==> src/rtl/systb_filter_ctrl_pkg.sv <==
// Shared definitions for the systB filter bank and its sequencing controller.
// The fill latency lives here so the bank and controller agree on cascade depth.
package systb_filter_ctrl_pkg;
    localparam int OUTBITS_DEF     = 16;
    localparam int FILL_CYCLES_DEF = 6;
    localparam int CNT_W           = 10;

    typedef enum logic [1:0] {
        IDLE    = 2'd0,
        FILL    = 2'd1,
        RUN     = 2'd2,
        HOLDOFF = 2'd3
    } ctrl_state_t;
endpackage

==> src/rtl/systb_lane_mag_cmp.sv <==
// Per-lane magnitude and strict threshold compare, purely combinational.
// The most negative input maps to 2^(OUTBITS-1) without saturating.
module systb_lane_mag_cmp #(
    parameter int OUTBITS = 16
) (
    input  logic [OUTBITS-1:0] dat,
    input  logic [OUTBITS-1:0] thresh,
    output logic               exceed
);
    logic [OUTBITS-1:0] mag;

    assign mag    = dat[OUTBITS-1] ? ((~dat) + OUTBITS'(1)) : dat;
    assign exceed = (mag > thresh);
endmodule

==> src/rtl/systb_filter_ctrl.sv <==
// Run/idle sequencing, fill blanking and holdoff-gated trigger decision for
// one two-lane systB matched-filter bank.
module systb_filter_ctrl
    import systb_filter_ctrl_pkg::*;
#(
    parameter int                 OUTBITS        = OUTBITS_DEF,
    parameter int                 FILL_CYCLES    = FILL_CYCLES_DEF,
    parameter int                 HOLDOFF_CYCLES = 16,
    parameter logic [OUTBITS-1:0] THRESH_DEFAULT = OUTBITS'(1000)
) (
    input  logic               clk_i,
    input  logic               rst_i,
    input  logic               run_i,
    input  logic [OUTBITS-1:0] thresh_i,
    input  logic               thresh_wr_i,
    input  logic [OUTBITS-1:0] out0_i,
    input  logic [OUTBITS-1:0] out1_i,
    output logic               flush_o,
    output logic               dat_valid_o,
    output logic               thresh_ack_o,
    output logic               trig_o,
    output logic [1:0]         trig_mask_o,
    output logic [15:0]        trig_count_o
);
    localparam int NUM_LANES = 2;

    ctrl_state_t                        state;
    logic [CNT_W-1:0]                   cnt;
    logic [OUTBITS-1:0]                 thresh_act;
    logic [OUTBITS-1:0]                 thresh_pend;
    logic                               pend_vld;
    logic [NUM_LANES-1:0][OUTBITS-1:0]  lane_dat;
    logic [NUM_LANES-1:0]               exceed;
    logic                               apply;
    logic                               fire;

    assign lane_dat = {out1_i, out0_i};

    for (genvar l = 0; l < NUM_LANES; l++) begin : g_lane
        systb_lane_mag_cmp #(.OUTBITS(OUTBITS)) u_cmp (
            .dat    (lane_dat[l]),
            .thresh (thresh_act),
            .exceed (exceed[l])
        );
    end

    // Pending threshold never lands mid-holdoff so a holdoff window is judged
    // against one threshold; a trigger sample always uses the threshold in force.
    assign apply = pend_vld && (state != HOLDOFF);
    assign fire  = (state == RUN) && (|exceed);

    always_ff @(posedge clk_i) begin
        if (rst_i) begin
            state        <= IDLE;
            cnt          <= '0;
            thresh_act   <= THRESH_DEFAULT;
            thresh_pend  <= '0;
            pend_vld     <= 1'b0;
            flush_o      <= 1'b1;
            dat_valid_o  <= 1'b0;
            thresh_ack_o <= 1'b0;
            trig_o       <= 1'b0;
            trig_mask_o  <= '0;
            trig_count_o <= '0;
        end else begin
            trig_o       <= 1'b0;
            trig_mask_o  <= '0;
            thresh_ack_o <= 1'b0;

            if (apply) begin
                thresh_act   <= thresh_pend;
                thresh_ack_o <= 1'b1;
            end
            if (thresh_wr_i) begin
                thresh_pend <= thresh_i;
                pend_vld    <= 1'b1;
            end else if (apply) begin
                pend_vld    <= 1'b0;
            end

            // A trigger decided on the same edge run_i drops still issues.
            if (fire) begin
                trig_o      <= 1'b1;
                trig_mask_o <= exceed;
                if (trig_count_o != 16'hFFFF)
                    trig_count_o <= trig_count_o + 16'd1;
            end

            if (!run_i) begin
                state       <= IDLE;
                flush_o     <= 1'b1;
                dat_valid_o <= 1'b0;
            end else begin
                case (state)
                    IDLE: begin
                        state        <= FILL;
                        cnt          <= CNT_W'(FILL_CYCLES - 1);
                        flush_o      <= 1'b0;
                        trig_count_o <= '0;
                    end
                    FILL: begin
                        if (cnt == '0) begin
                            state       <= RUN;
                            dat_valid_o <= 1'b1;
                        end else begin
                            cnt <= cnt - 1'b1;
                        end
                    end
                    RUN: begin
                        if (fire) begin
                            state <= HOLDOFF;
                            cnt   <= CNT_W'(HOLDOFF_CYCLES - 1);
                        end
                    end
                    HOLDOFF: begin
                        if (cnt == '0) state <= RUN;
                        else           cnt   <= cnt - 1'b1;
                    end
                    default: state <= IDLE;
                endcase
            end
        end
    end
endmodule
==> config.mk <==
export PLATFORM = sky130hd
export DESIGN_NAME = systb_filter_ctrl
export DESIGN_NICKNAME = d
export VERILOG_FILES = /design/src/rtl/systb_filter_ctrl_pkg.sv /design/src/rtl/systb_lane_mag_cmp.sv /design/src/rtl/systb_filter_ctrl.sv
export SDC_FILE = /design/constraint.sdc
export NUM_CORES = 1
export LEC_CHECK = 0
export BUFFER_PORTS_ARGS = -buffer_cell sky130_fd_sc_hd__clkbuf_2
export CORE_ASPECT_RATIO = 0.8
export CORE_UTILIZATION = 58
export CTS_BUF_LIST = sky130_fd_sc_hd__clkbuf_8
export DETAILED_ROUTE_END_ITERATION = 8
export HOLD_SLACK_MARGIN = 0.12
export PLACE_DENSITY = 0.82
export SYNTH_ARGS = -nofsm -noshare
export SYNTH_HDL_FRONTEND = slang
export SYNTH_SLANG_ARGS = --single-unit
==> constraint.sdc <==
create_clock -name clk_i -period 7.1 [get_ports clk_i]
set_input_delay 1.065 -clock clk_i [delete_from_list [all_inputs] [get_ports clk_i]]
set_output_delay 1.065 -clock clk_i [all_outputs]
set_load 0.005 [all_outputs]
# After elaboration in Yosys (flattened, before gate mapping)
# Cells that the tools add are included.
# word_totals
regBits	67
inputBits	52
output_inout_bits	22
# op_classes
n_eq_ne	8
add_sub_neg	4
reduce_logical	12
n_mux	16
n_bitwise	4
magnitude_cmp	2
# op_table
op	n
$mux 16	6
$add 16x1->16 const B	3
$gt 16x16->1	2
$not 16->16	2
$pmux 10 s3	1
$mux 10	2
$ne 16x16->1 const B	1
$logic_not 10->1	1
$sub 10x1->10 const B	1
$reduce_or 2->1	4
$ne 2x2->1 const B	3
$pmux 2 s3	1
$eq 2x2->1 const B	2
$mux 1	4
$mux 2	2
$reduce_and 2->1	2
$reduce_and 3->1	1
$eq 2x1->1 const B	1
$logic_and 1x1->1	2
$logic_not 2->1	1
$ne 2x1->1 const B	1
$not 1->1	2
$reduce_bool 2->1	1

# Depth between registers and ports, before layout
# logic_depth
ltp_word	9
depth_mapped	16
depth_no_buf	15

# By module
# A second synthesis with hierarchy kept.
# unflattened
cells_unflattened	512
area_unflattened_um2	4184.0
# by_module_without_submodules
mod	cells_per_inst	instances	area_each_um2
systb_filter_ctrl	318	1	2767.7
systb_lane_mag_cmp	97	2	708.2

# Least setup slack after synthesis
# No wires, ideal clock.
# synth_path
path_kind	input-to-reg
startpoint	input out0_i[5]
endpoint	register trig_count_o[8]
setup_slack_ns	2.309
n_path_buf	1
required_ns	7.029
arrival_ns	4.720
cell_stages	15
path_cell_list	or4_1 > nor4_1 > nand2b_1 > or2_1 > o41ai_1 > xnor2_1 > ha_1 > nand4_1 > or3_1 > a21o_1 > a311oi_4 > nor2_2 > buf_6 > or4_1 > a21oi_1
# synth_between
elab_chain_cells	9
# synth_rtl
element	line_no	rtl
from (decl)	systb_filter_ctrl.sv:16	input logic [OUTBITS-1:0] out0_i,
$not 16->16	systb_lane_mag_cmp.sv:12	assign mag = dat[OUTBITS-1] ? ((~dat) + OUTBITS'(1)) : dat;
$add 16x1->16	systb_lane_mag_cmp.sv:12	
$mux 16 *	systb_lane_mag_cmp.sv:12	
$gt 16x16->1 *	systb_lane_mag_cmp.sv:13	assign exceed = (mag > thresh);
$reduce_or 2->1 *	systb_filter_ctrl.sv:50	assign fire = (state == RUN) && (|exceed);
$logic_and 1x1->1 *	systb_filter_ctrl.sv:50	
$mux 16 *	systb_filter_ctrl.sv:82	if (fire) begin
$mux 16	systb_filter_ctrl.sv:94	case (state)
$mux 16 *	systb_filter_ctrl.sv:89	if (!run_i) begin
to (signal assigned)	systb_filter_ctrl.sv:86	trig_count_o <= trig_count_o + 16'd1;
to (decl)	systb_filter_ctrl.sv:23	output logic [15:0] trig_count_o
# Every way passes the cells marked *; elsewhere a longest branch is shown, timed or not.
# A chain may end at the register's enable or synchronous reset.

# Worst setup path in the final report
# layout_path
startpoint	input out0_i[5]
endpoint	register trig_count_o[10]
# The elaborated chain is that of the path after synthesis.

==> impl_metrics.yaml <==
run_status:
  outcome: "finished, final reports clean"
clocking:
  cts_post_setup_buffers_inserted: 0
  post_cts_resized: 0
  cts_inserted_buffers: 9
  clk_latency_ns: 0.34
  clk_pin_slew_ns: 0.08
  htree_levels: 3
  clockBufferDepth: 2
  cts_sinks: 67
  cts_tree: "yes"
  cts-root-buf: "clkbuf_8"
  ctsHoldBuffers: 0
placement:
  place_inst: 640
  hpwl_um: 7199
  postPlaceCellArea_um2: 4507
  io_buffers: 73
  gp_congestion: 0.8585
  pre_cts_slack_ns: 1.762
synthesis:
  yosysTopAreaCell: "dfxtp_1"
  syn_inst: 497
  syn_nets: 585
  synth_edf_count: 0
  ys_warn_count: 0
  synth-seq-cells: 67
  avgSynthCellArea_um2: 8.257
  synthTopCellsByArea: "dfxtp_1 (33%), ha_1 (11%), xnor2_1 (5.5%)"
  synthFlopType: "dfxtp_1"
  seq_area_frac_synth_pct: 32.68
  synthArstFlopShare_pct: 0
  yosysUniqueCellTypes: 52
  syn-cell-area_um2: 4104
  yosys.area.top_type_share_pct: 32.68
min_path:
  whs_endpoint: "thresh_act[2]$_SDFFE_PP0P_"
  min_path_cells: 2
  hold_class: "register to register"
  hold_start: "thresh_pend[2]$_SDFFE_PP0P_"
timing:
  clock_skew_ns: 0.01347
  period_needed_ns: 5.017
  drv_slew: 0
  holdWs_ns: 0.4631
  finalCritPeriodShare_pct: 70.67
  hold_viol: 0
  max-slew-margin-rel_pct: 31.19
  finalSetupTns_ns: 0
  worst_pin_slew_ns: 1.032
  rsz0062_at_grt: "no"
  setup_viol: 0
  timing.final.ws_setup_ns: 2.083
  fmax_mhz: 199.3
final_layout:
  final_area_um2: 4713
  nets: 652
  syn_to_final_growth_pct: 14.85
  seqCellArea_um2: 1341
  final_util_pct: 68.73
  final_cells: 656
  fillers: 570
  layout-drive-gt1-share_pct: 16.70
  multiInputGateArea_um2: 2586
  mostFrequentLayoutCell: "clkbuf_2"
  final_cell_mix: "clkbuf_2 (73), dfxtp_1 (67), nand2_1 (57)"
  n_antenna_cell: 0
detailed_routing:
  wl_um: 9468
  antenna_left: 0
  vias: 3816
  dr.pass1.iters: 4
  drt-initial-drc-count: 199
  viasPerCell: 5.817
  routedWlPerCell_um: 14.43
  drc_errors: 0
power:
  vdd_drop_max_uv: 186.0
  leakage_nw: 1.979
  cellPowerDensity_nw_per_um2: 191.2
  power_uw: 901.1
worst_setup_path:
  path_max_fanout: 11
  critPathLaunchType: "primary input"
  ff2ff_path_depth: 9
  critPathRequiredTime_ns: 7.38
  worst_setup_path_end_kind: "register"
  critPathLaunch: "out0_i[5]"
  r2r-start: "thresh_act[14]$_SDFFE_PP0P_"
  crit_type: "primary input to register"
  r2r_setup_slack_ns: 4.26
  critPathArrivalTime_ns: 5.30
  worst_r2r_endpoint: "trig_count_o[10]$_SDFF_PP0_"
run:
  cap_violations: 0
floorplan:
  coreArea_um2: 6858
  rows: 27
  start_util_pct: 59.84
  dieHeight_um: 77.24
  die_x_um: 96.05
  io_pins: 74
  dieArea_um2: 7418
global_route:
  grt-ovfl-total: 0
  antenna_found_initial: 0
  grt_max_degree: 54
  grt_use_total_pct: 26.76
  grt_pass1_wl_um: 15390
  grt_pass1_vias: 3425
critical path, stage by stage:
cell and delay, ns:
clkbuf_2 0.11, or4_1 0.60, nor4_1 0.32, nand2b_1 0.14, or2_1 0.25, o41ai_1 0.32
xnor2_1 0.12, ha_1 0.33, nand4_1 0.17, or3_1 0.41, a21o_1 0.21, a311oi_4 0.42
nor2_2 0.18, or4_1 0.50, a21oi_1 0.14
kinds of logic after synthesis:
group                      synth area share (%)
AOI/OAI and AO/OA                         18.78
xor gates and xnor gates                  6.829
adders and majority gates                 10.98
buffers and inverters                     4.299
DFF                                       32.68
muxes                                     4.421
and+or+nand+nor                           22.01
worst max path at each step:
stage                                       end  depth (start not counted)  slack, ns
finish              trig_count_o[10]$_SDFF_PP0_                         15       2.08
global route        trig_count_o[10]$_SDFF_PP0_                         15       1.84
CTS                 trig_count_o[10]$_SDFF_PP0_                         15       2.15
detailed placement  trig_count_o[10]$_SDFF_PP0_                         15       1.76
global placement    trig_count_o[10]$_SDFF_PP0_                         15       2.00
floorplan            trig_count_o[8]$_SDFF_PP0_                         15       2.31
report_power, final:
group	internal, mW	leakage (nW)	total, mW	switching (mW)
sequential	0.390	0.547	0.401	0.0113
clock	0.167	0.0984	0.329	0.161
combinational	0.0715	1.33	0.171	0.0997
total	0.629	1.98	0.901	0.272
cell type report:
class                           instances  share of cell area, %
Multi-Input combinational cell        385                  54.87
Sequential cell                        67                  28.46
Timing Repair Buffer                   73                  7.752
Clock buffer                            9                  2.628
Tap cell                               87                  2.310
Inverter                               28                  2.230
Clock inverter                          7                  1.752
registers in the layout (all words and copies together), names as in the netlist:
signal / cells
cnt: 10
dat_valid_o: 1
flush_o: 1
pend_vld: 1
state: 2
thresh_ack_o: 1
thresh_act: 16
thresh_pend: 16
trig_count_o: 16
trig_mask_o: 2
trig_o: 1
synth_stat cells (all sizes together) (2+ instances only):
master / n
xnor2: 26
a211o: 6
a211oi: 2
nand2: 57
o31ai: 10
and3: 5
dfxtp: 67
and2: 3
o21ai: 22
a21oi: 38
nand3: 8
xor2: 6
nand4: 9
o41ai: 6
o21a: 3
o211ai: 3
nand2b: 11
nor2b: 4
a21o: 3
nor3b: 2
o311a: 2
o2111ai: 2
clkbuf: 14
ha: 36
nor4bb: 2
nor4: 3
nor3: 11
or4: 8
mux2i: 17
inv: 28
buf: 3
or3: 9
nor2: 49
a31oi: 3
a22oi: 2
or2: 2
a311oi: 5
metal layers:
metal / vias to the layer above / global-route usage [%] / share of wire (%)
met1: 1751 / 37.00 / 48
met3: 17 / 6.845 / 4.8
li1: 1924 / - / -
met5: - / 0 / 0
met4: 0 / 9.851 / 2.0
met2: 124 / 39.65 / 45
Power figures use the tool's default switching activity.
